===== src/rtl/bp_me_best_offset_learner_if.sv =====
// bp_me_best_offset_learner_if: miss/fill request bus and offset result bus of the best-offset learner.
//   miss_v/miss_addr/miss_ready_and : demand-miss handshake (byte address)
//   fill_v/fill_addr                : completed fill (byte address, no backpressure)
//   offset_v/offset/learn_done      : learned signed line offset, enable, phase-end pulse
interface bp_me_best_offset_learner_if #(
  parameter int addr_width_p = 40,
  parameter int lg_offsets_p = 4
);
  logic                    miss_v;
  logic                    miss_ready_and;
  logic [addr_width_p-1:0] miss_addr;
  logic                    fill_v;
  logic [addr_width_p-1:0] fill_addr;
  logic                    offset_v;
  logic [lg_offsets_p+1:0] offset;
  logic                    learn_done;
  modport master (
    output miss_v, miss_addr, fill_v, fill_addr,
    input  miss_ready_and, offset_v, offset, learn_done
  );
  modport slave (
    input  miss_v, miss_addr, fill_v, fill_addr,
    output miss_ready_and, offset_v, offset, learn_done
  );
endinterface


===== src/rtl/bp_me_best_offset_learner.sv =====
// bp_me_best_offset_learner: best-offset prefetch learner scoring candidate line offsets against a recent-requests table.
//   clk_i      : clock
//   reset_n_i  : asynchronous reset, active low
//   bus        : bp_me_best_offset_learner_if.slave (miss handshake, fill, offset result)
//   Build option BP_ME_BOP_NEGATIVE_OFFSETS_EN: 2N candidates alternating +k / -k.
module bp_me_best_offset_learner #(
  parameter int addr_width_p         = 40,
  parameter int block_offset_width_p = 6,
  parameter int lg_offsets_p         = 4,
  parameter int lg_rr_els_p          = 4,
  parameter int rr_tag_width_p       = 12,
  parameter int max_score_p          = 31,
  parameter int bad_score_p          = 1,
  parameter int max_rounds_p         = 100
) (
  input logic clk_i,
  input logic reset_n_i,
  bp_me_best_offset_learner_if.slave bus
);
  localparam int line_w  = addr_width_p - block_offset_width_p;
  localparam int off_w   = lg_offsets_p + 2;
  localparam int ext_w   = line_w - off_w;
  localparam int score_w = $clog2(max_score_p + 1);
  localparam int round_w = $clog2(max_rounds_p + 1);
  localparam int rr_els  = 2 ** lg_rr_els_p;
`ifdef BP_ME_BOP_NEGATIVE_OFFSETS_EN
  localparam int idx_w = lg_offsets_p + 1;
`else
  localparam int idx_w = lg_offsets_p;
`endif
  localparam int n_cand = 2 ** idx_w;

  typedef enum logic {e_learn, e_end} state_e;
  state_e state_r, state_n;

  logic [idx_w-1:0]          idx_r;
  logic [round_w-1:0]        round_r;
  logic [score_w-1:0]        score_r [n_cand];
  logic [score_w-1:0]        best_score_r, score_inc;
  logic [off_w-1:0]          best_r, offset_r, cand;
  logic                      offset_v_r;
  logic [rr_els-1:0]         rr_v_r;
  logic [rr_tag_width_p-1:0] rr_tag_r [rr_els];
  logic [line_w-1:0]         miss_line, fill_line, test, base;
  logic                      hs, hit, end_phase, unused;

  // Candidate index walks the list in order; its natural overflow is the round wrap.
`ifdef BP_ME_BOP_NEGATIVE_OFFSETS_EN
  logic [off_w-1:0] mag;
  assign mag  = off_w'(idx_r >> 1) + off_w'(1);
  assign cand = idx_r[0] ? -mag : mag;
`else
  assign cand = off_w'(idx_r) + off_w'(1);
`endif

  assign miss_line = bus.miss_addr[addr_width_p-1:block_offset_width_p];
  assign fill_line = bus.fill_addr[addr_width_p-1:block_offset_width_p];
  assign test      = miss_line - {{ext_w{cand[off_w-1]}}, cand};
  // Fills are stored as the line that would have triggered them under the current offset.
  assign base      = fill_line - (offset_v_r ? {{ext_w{offset_r[off_w-1]}}, offset_r} : '0);
  assign hs        = bus.miss_v & (state_r == e_learn);
  assign hit       = hs & rr_v_r[test[lg_rr_els_p-1:0]]
                   & (rr_tag_r[test[lg_rr_els_p-1:0]] == test[lg_rr_els_p +: rr_tag_width_p]);
  assign score_inc = score_r[idx_r] + score_w'(1);
  assign end_phase = (hit & (score_inc == score_w'(max_score_p)))
                   | (hs & (&idx_r) & (round_r + round_w'(1) == round_w'(max_rounds_p)));
  assign unused    = ^{bus.miss_addr[block_offset_width_p-1:0], bus.fill_addr[block_offset_width_p-1:0],
                       test[line_w-1:lg_rr_els_p+rr_tag_width_p], base[line_w-1:lg_rr_els_p+rr_tag_width_p]};

  always_ff @(posedge clk_i or negedge reset_n_i)
    if (!reset_n_i) state_r <= e_learn;
    else            state_r <= state_n;

  always_comb begin
    state_n            = (state_r == e_end) ? e_learn : (end_phase ? e_end : e_learn);
    bus.miss_ready_and = (state_r == e_learn);
    bus.learn_done     = (state_r == e_end);
  end

  always_ff @(posedge clk_i or negedge reset_n_i)
    if (!reset_n_i) begin
      idx_r        <= '0;
      round_r      <= '0;
      best_score_r <= '0;
      best_r       <= '0;
      offset_r     <= off_w'(1);
      offset_v_r   <= 1'b1;
      rr_v_r       <= '0;
      for (int i = 0; i < n_cand; i++) score_r[i] <= '0;
    end else begin
      if (bus.fill_v) rr_v_r[base[lg_rr_els_p-1:0]] <= 1'b1;
      if (state_r == e_end) begin
        if (best_score_r > score_w'(bad_score_p)) begin
          offset_r   <= best_r;
          offset_v_r <= 1'b1;
        end else
          offset_v_r <= 1'b0;
        idx_r        <= '0;
        round_r      <= '0;
        best_score_r <= '0;
        best_r       <= '0;
        for (int i = 0; i < n_cand; i++) score_r[i] <= '0;
      end else if (hs) begin
        idx_r <= idx_r + idx_w'(1);
        if (&idx_r) round_r <= round_r + round_w'(1);
        if (hit) begin
          score_r[idx_r] <= score_inc;
          if (score_inc > best_score_r) begin
            best_score_r <= score_inc;
            best_r       <= cand;
          end
        end
      end
    end

  // Tags need no reset: a stale tag is masked by its cleared valid bit.
  always_ff @(posedge clk_i)
    if (bus.fill_v) rr_tag_r[base[lg_rr_els_p-1:0]] <= base[lg_rr_els_p +: rr_tag_width_p];

  assign bus.offset_v = offset_v_r;
  assign bus.offset   = offset_r;
endmodule


===== src/flat_wrapper.sv =====
// flat-port wrapper written by rule: the top's interface ports become plain ports
module bp_me_best_offset_learner_flat 
#(
  parameter int addr_width_p         = 40,
  parameter int block_offset_width_p = 6,
  parameter int lg_offsets_p         = 4,
  parameter int lg_rr_els_p          = 4,
  parameter int rr_tag_width_p       = 12,
  parameter int max_score_p          = 31,
  parameter int bad_score_p          = 1,
  parameter int max_rounds_p         = 100
)
  (clk_i, reset_n_i, bus_miss_v, bus_miss_addr, bus_fill_v, bus_fill_addr, bus_miss_ready_and, bus_offset_v, bus_offset, bus_learn_done);
  bp_me_best_offset_learner_if #(.addr_width_p(addr_width_p), .lg_offsets_p(lg_offsets_p)) bus_i ();
  input logic clk_i;
  input logic reset_n_i;
  input wire logic [$bits(bus_i.miss_v)-1:0] bus_miss_v;
  input wire logic [$bits(bus_i.miss_addr)-1:0] bus_miss_addr;
  input wire logic [$bits(bus_i.fill_v)-1:0] bus_fill_v;
  input wire logic [$bits(bus_i.fill_addr)-1:0] bus_fill_addr;
  output wire logic [$bits(bus_i.miss_ready_and)-1:0] bus_miss_ready_and;
  output wire logic [$bits(bus_i.offset_v)-1:0] bus_offset_v;
  output wire logic [$bits(bus_i.offset)-1:0] bus_offset;
  output wire logic [$bits(bus_i.learn_done)-1:0] bus_learn_done;
  assign bus_i.miss_v = bus_miss_v;
  assign bus_i.miss_addr = bus_miss_addr;
  assign bus_i.fill_v = bus_fill_v;
  assign bus_i.fill_addr = bus_fill_addr;
  assign bus_miss_ready_and = bus_i.miss_ready_and;
  assign bus_offset_v = bus_i.offset_v;
  assign bus_offset = bus_i.offset;
  assign bus_learn_done = bus_i.learn_done;
  bp_me_best_offset_learner #(.addr_width_p(addr_width_p), .block_offset_width_p(block_offset_width_p), .lg_offsets_p(lg_offsets_p), .lg_rr_els_p(lg_rr_els_p), .rr_tag_width_p(rr_tag_width_p), .max_score_p(max_score_p), .bad_score_p(bad_score_p), .max_rounds_p(max_rounds_p)) u_core (.clk_i(clk_i), .reset_n_i(reset_n_i), .bus(bus_i));
endmodule

===== config.mk =====
export PLATFORM = sky130hd
export DESIGN_NAME = bp_me_best_offset_learner_flat
export DESIGN_NICKNAME = d
export VERILOG_FILES = /design/src/rtl/bp_me_best_offset_learner_if.sv /design/src/rtl/bp_me_best_offset_learner.sv /design/src/flat_wrapper.sv
export SDC_FILE = /design/constraint.sdc
export NUM_CORES = 1
export LEC_CHECK = 0
export BUFFER_PORTS_ARGS = -buffer_cell sky130_fd_sc_hd__buf_2
export CAP_MARGIN = 15
export CORE_MARGIN = 2
export CORE_UTILIZATION = 45
export CTS_CLUSTER_SIZE = 12
export DETAILED_ROUTE_END_ITERATION = 16
export PLACE_DENSITY = 0.61
export SLEW_MARGIN = 20
export SYNTH_ARGS = -nofsm -noshare
export SYNTH_HDL_FRONTEND = slang
export SYNTH_SLANG_ARGS = --single-unit
export TNS_END_PERCENT = 50

===== constraint.sdc =====
create_clock -name clk_i -period 6.3 [get_ports clk_i]
set_input_delay 0.315 -clock clk_i [delete_from_list [all_inputs] [get_ports clk_i]]
set_output_delay 0.315 -clock clk_i [all_outputs]
set_load 0.02 [all_outputs]

==> metrics, run 1 <==
Final Wtd Congestion 0.804; Fin. Hold Viols 0; CTS tree yes; synth warn 0; Post-synth top flop edfxtp_1; Core Util, Final 0.521; portion of netlist area occupied by mux cells 0.197; max incr delay on CP 0.78 ns; Post-route DRC 0; die height ~190 microns; RSZ-0062 raised after global routing no; leakage around 6.4 nW; Skew-Pair Late Insertion Delay 0.52 ns; Netlist cell types 66; final slew viol count 0; Syn Area/Cell 14.7 sq um; Sw Share 0.397; chip width 187 microns; Synth area leader edfxtp_1; Post-Synth Adder-Cell Area 0.0218; run status finished, final reports clean; final setup TNS 0 ns; largest family of logic cells by synthesized area multiplexers; Netlist Area Pre-Place 15000 sq um; Post-Synth Simple-Gate Area 0.115; standard-cell rows 66; n_diodes 0; initial antenna violation count 0; Core Region 32700 sq um; Die ar. 34800 sq um; internal power 5.12 mW; Worst Setup Start Kind flip-flop; DRT Pass-1 Iters 5; CP endpoint kind flip-flop; #FFs+latches synth 316; Crit-path slowest cell or4b_4; TritonCTS buffer count 36; cells along the critical path buf_4 -> nand3_1 -> xor2_1 -> ha_1 -> xnor2_2 -> buf_4 -> mux2i_1 -> nor3_1 -> a2111o_1 -> or4b_4 -> nor4_4 -> mux2i_1; # setup viols final 0; f_max 182 MHz; WP data required 6.72 ns; Worst VDD drop 0.429 mV; GRT overflow 0; crit path DAT 5.90 ns; Worst setup startpoint u_core.idx_r[0]$_DFFE_PN0P_; Routed WL per cell 21.6 microns; post-DP HPWL 21800 microns; Gate Count Post-Synth 1018; CTS Root Cell clkbuf_16; Crit path max-delay family simple AND/OR/NAND/NOR gates; Psw 3.38 mW; Buf/Inv on CP 2; Hold Buf Count CTS 1; critical path peak fanout 24; fin crit share 0.870; Clk network pwr share 0.234; compound-cell area share of the yosys netlist 0.0209; clock buffer depth 3; Tightest Pin Transition 1.13 ns; Syn Nets 1127; GRT Total Usage 0.195; Detailed Route WL 33500 microns; largest net degree at the start of global routing 67; initial DRC count between 600 and 700; dpl cells ~1.5k; Post-DRT Antenna Nets 0; Initial Util 0.459; CTS Sinks 316; fin cells 1550; PwrDens 499 nW/um^2; Port Buffers 43; relative slew slack 0.242; vias post-DR 8654; Area contributors post-synth edfxtp_1 (38%), dfrtp_1 (20%), mux4_2 (11%); skew final 0.0181 ns; Top Ports 93; max_cap viols 0; register area share after synthesis 0.591; Reg2Reg Launch Point u_core.idx_r[0]$_DFFE_PN0P_; CP Class flip-flop to flip-flop; top-area cell type share of the netlist area 0.384; number of global-route vias before repair 8678; vias per inst 5.58; Clock transition at path regs 0.06 ns; minimum clock period 5.48 ns; Area Overhead vs Synth 13.6%; Seq pwr share 0.275; Hold Path Origin bus_miss_v; layout cells sized above 1 0.244; first-pass GRT wire length 52100 microns; xor and xnor area share after synthesis 0.0314; postcts setup bufs 0; Post-synth EDFFs 192; Layout Nets 1196; asr flop ratio synth 0.392; Logic pwr share 0.491; H-Tree Depth 2; CTS-repair resized insts 0; Hold Path Class input port to flip-flop
[final timing paths]
check,cells after the start,endpoint,slack [ns]
max in group asynchronous,3,u_core.score_r[40]$_DFFE_PN0P_,4.56
worst max register to register,12,u_core.score_r[41]$_DFFE_PN0P_,0.82
worst min register to register,1,u_core.rr_v_r[11]$_DFFE_PN0P_,0.46
worst max-delay path,12,u_core.score_r[41]$_DFFE_PN0P_,0.82
min in group asynchronous,2,u_core.round_r[3]$_DFFE_PN0P_,0.40
worst min-delay path,3,u_core.idx_r[0]$_DFFE_PN0P_,0.18
[metrics by stage]
stage	power [mW]	hold slack, ns	area (sq um)	worst slack [ns]
finish	8.50	0.177	17000	0.819
global route	8.94	0.172	17000	0.544
CTS	8.56	0.152	17000	0.768
detailed placement	6.56	0.427	15800	0.795
global placement	6.51	0.432	15800	0.896
floorplan	5.45	0.0194	15000	0.765
[layout make-up]
| type | instances | area [sq um] |
|---|---|---|
| flip-flops and latches | 316 | 8870 |
| inverters | 19 | 71.3 |
| repair buffers | 83 | 533 |
| clock inverters | 11 | 114 |
| clock buffers | 48 | 1010 |
| well taps | 442 | 553 |
| multi-input cells | 631 | 5890 |
| fillers | 2736 | 15700 |
[state kept, by name, summed over array words and instances (netlist names)]
name                   count
u_core.rr_tag_r          192
u_core.score_r            80
u_core.rr_v_r             16
u_core.round_r             7
u_core.best_r              5
u_core.best_score_r        5
u_core.bus.offset          5
u_core.idx_r               4
u_core.bus.learn_done      1
u_core.bus.offset_v        1
[routing by layer]
metal	share of wire	up-vias	GRT usage	routed length, microns
li1	-	3943	-	-
met1	0.49	4444	0.307	16300
met2	0.45	227	0.290	14900
met3	0.052	40	0.0250	1740
met4	0.015	0	0.0437	518
met5	0	-	0	0
[power groups by stage]
stage	Combinational [mW]	Clock [mW]	Sequential, mW
after floorplan	3.10	0	2.35
after global placement	4.14	0	2.38
after detailed placement	4.18	0	2.38
after CTS	4.19	2.02	2.34
after global routing	4.48	2.11	2.35
final	4.17	1.99	2.34
[worst register-to-register path, stage by stage (launching register included)]
cell      delay, ns
dfrtp_1        0.41
buf_4          0.45
nand3_1        0.16
xor2_1         0.50
ha_1           0.45
xnor2_2        0.47
buf_4          0.28
mux2i_1        0.44
nor3_1         0.08
a2111o_1       0.38
or4b_4         0.78
nor4_4         0.71
mux2i_1        0.28
[cell families (layout without fill, tap and decap cells)]
family	count (synthesis)	in the layout
other cells	1	1
compound gates	44	44
mux	197	197
buf+inv	71	161
xor+xnor	53	53
flops	316	316
simple gates	311	311
fa+ha+maj	25	25
[cell usage in the layout (no fill, tap or decap), types with 8 or more instances in the layout]
cell type / n
edfxtp_1: 192
nand2_1: 141
dfrtp_1: 122
mux2i_1: 112
mux4_2: 76
nor2_1: 42
buf_2: 42
buf_4: 39
clkbuf_16: 37
ha_1: 22
xnor2_1: 21
nand3_1: 21
xor2_1: 21
inv_1: 17
or2_2: 16
nor4_4: 15
nor3_1: 13
nor2b_1: 8
and3_1: 8
[synth_stat cells, drive strengths merged, types with 8 or more instances]
library cell	count
xor2	26
clkbuf	28
nand3	22
nand2	141
buf	24
nor4	20
mux2i	112
or2	17
mux4	77
nor2b	8
inv	19
ha	23
nor2	42
dfrtp	122
nor3	14
mux2	8
and3	8
xnor2	27
edfxtp	192
Note: power is estimated with default switching activity, not from simulation.
==> run 2: changes to the inputs <==
Settings changed: CORE_UTILIZATION 45 to 60, MAX_ROUTING_LAYER set to met4, PLACE_DENSITY 0.61 to 0.78.
==> metrics, run 2 (synthesis gave the netlist of run 1 again) <==
run status finished, final reports clean; Hold WS 0.159 ns; Post-route DRC 0; leakage ~6.4 nW; Hold Path Origin bus_miss_v; footprint of the multi-input gates approximately 6000 sq um; skew final 0.0220 ns; Tightest Pin Transition 1.09 ns; TritonCTS buffer count 35; vias per inst ~6.3; worst reg2reg endpoint u_core.best_r[2]$_DFFE_PN0P_; Worst VDD drop 0.502 mV; post-DP HPWL 21400 microns; Core Util, Final 0.688; chip width 162 microns; Hold Path Class input port to flip-flop; CP Class flip-flop to flip-flop; CTS-repair resized insts 0; Routed WL per cell 23.8 microns; number of global-route vias before repair 9045; relative slew slack 0.276; Die ar. 26300 sq um; GRT Total Usage 0.275; Initial Util 0.613; Top Ports 93; largest net degree at the start of global routing 79; final slew viol count 0; commonest non-fill, non-tap cells in the layout edfxtp_1 (192), nand2_1 (141), dfrtp_1 (122); R2R setup slack 0.49 ns; Fillers 1595; max reg flops around 190; crit path DAT 6.20 ns; n_diodes 0; CTS Root Cell clkbuf_16; Layout Nets about 1.2k; layout cells sized above 1 0.243; CP endpoint kind flip-flop; WP data required 6.69 ns; f_max 172 MHz; most common cell after layout, fill and taps aside edfxtp_1; hold endpoint u_core.idx_r[0]$_DFFE_PN0P_; H-Tree Depth 2; initial antenna violation count 0; Post-DRT Antenna Nets 0; # setup viols final 0; Core Region roughly 24000 sq um; DRT Pass-1 Iters 5; Reg area 8870 sq um; Clock transition at path regs 0.06 ns; first-pass GRT wire length approximately 53000 microns; fin crit share 0.922; PwrDens 504 nW/um^2; fin cells 1425; CTS tree yes; standard-cell rows 57; minimum clock period 5.81 ns; R2R depth 13; clock buffer depth 3; Port Buffers 43; WHS Path Cells 3; max_cap viols 0; Worst Setup Start Kind flip-flop; RSZ-0062 raised after global routing no; Detailed Route WL 34000 microns; GRT overflow 0; Skew-Pair Late Insertion Delay 0.53 ns; final setup TNS 0 ns; vias post-DR between 8k and 9k; initial DRC count 1077; critical path peak fanout 18; Reg2Reg Launch Point u_core.idx_r[0]$_DFFE_PN0P_; CTS Sinks 316; die height 162 microns; postcts setup bufs 0; Area Overhead vs Synth 12.2%; Final Wtd Congestion 0.854; dpl cells 1365; Fin. Hold Viols 0
run 2: layer usage:
layer	vias to the layer above	track usage	wire, microns
met2	392	0.416	16100
met3	49	0.0455	2630
li1	3921	-	-
met4	0	0.0636	581
met5	-	-	0
met1	4591	0.401	14600
run 2: where the power goes:
part | switching (mW) | internal (mW)
sequential | 0.0681 | 2.28
combinational | 2.50 | 1.65
clock | 0.815 | 1.16
total | 3.39 | 5.10
run 2: how the worst max path moves through the flow:
stage / start / to / slack (ns) / depth (start not counted)
3_3_place_gp: u_core.idx_r[0]$_DFFE_PN0P_ / u_core.best_r[2]$_DFFE_PN0P_ / 0.64 / 14
6_report: u_core.idx_r[0]$_DFFE_PN0P_ / u_core.best_r[2]$_DFFE_PN0P_ / 0.49 / 13
4_1_cts: u_core.idx_r[0]$_DFFE_PN0P_ / u_core.best_r[2]$_DFFE_PN0P_ / 0.52 / 14
2_1_floorplan: u_core.idx_r[0]$_DFFE_PN0P_ / u_core.best_r[2]$_DFFE_PN0P_ / 0.77 / 18
3_5_place_dp: u_core.idx_r[0]$_DFFE_PN0P_ / u_core.best_r[3]$_DFFE_PN0P_ / 0.61 / 14
5_1_grt: u_core.idx_r[0]$_DFFE_PN0P_ / u_core.best_r[3]$_DFFE_PN0P_ / 0.27 / 14
run 2: stage by stage:
step	instance area, sq um	worst slack [ns]	total power, mW
floorplan	15000	0.765	5.45
detailed placement	15600	0.607	6.47
CTS	16800	0.521	8.49
finish	16800	0.494	8.49
global placement	15600	0.640	6.41
global route	16800	0.268	8.83
run 2: critical path, cell delays in order (launching register included):
cell and delay (ns):
dfrtp_1 0.39, ha_1 0.31, xnor2_1 0.59, ha_1 0.45
or2_1 0.24, o31a_1 0.16, xnor2_2 0.76, mux2i_1 0.51
nor3_1 0.09, a2111o_1 0.40, or4b_4 0.77, nor4_2 0.37
buf_4 0.27, mux2_1 0.35
run 2: cell type report:
cell class | instances | share of cell area
inverters | 19 | 0.00424
multi-input cells | 631 | 0.350
well taps | 324 | 0.0241
flip-flops and latches | 316 | 0.527
clock buffers | 50 | 0.0597
repair buffers | 76 | 0.0280
clock inverters | 9 | 0.00684
run 2: repair_timing:
action | 4_1_cts | 5_1_grt
setup endpoints to repair | 0 | 0
hold buffers | 1 | 0
endpoints found under the hold margin | 46 | 0
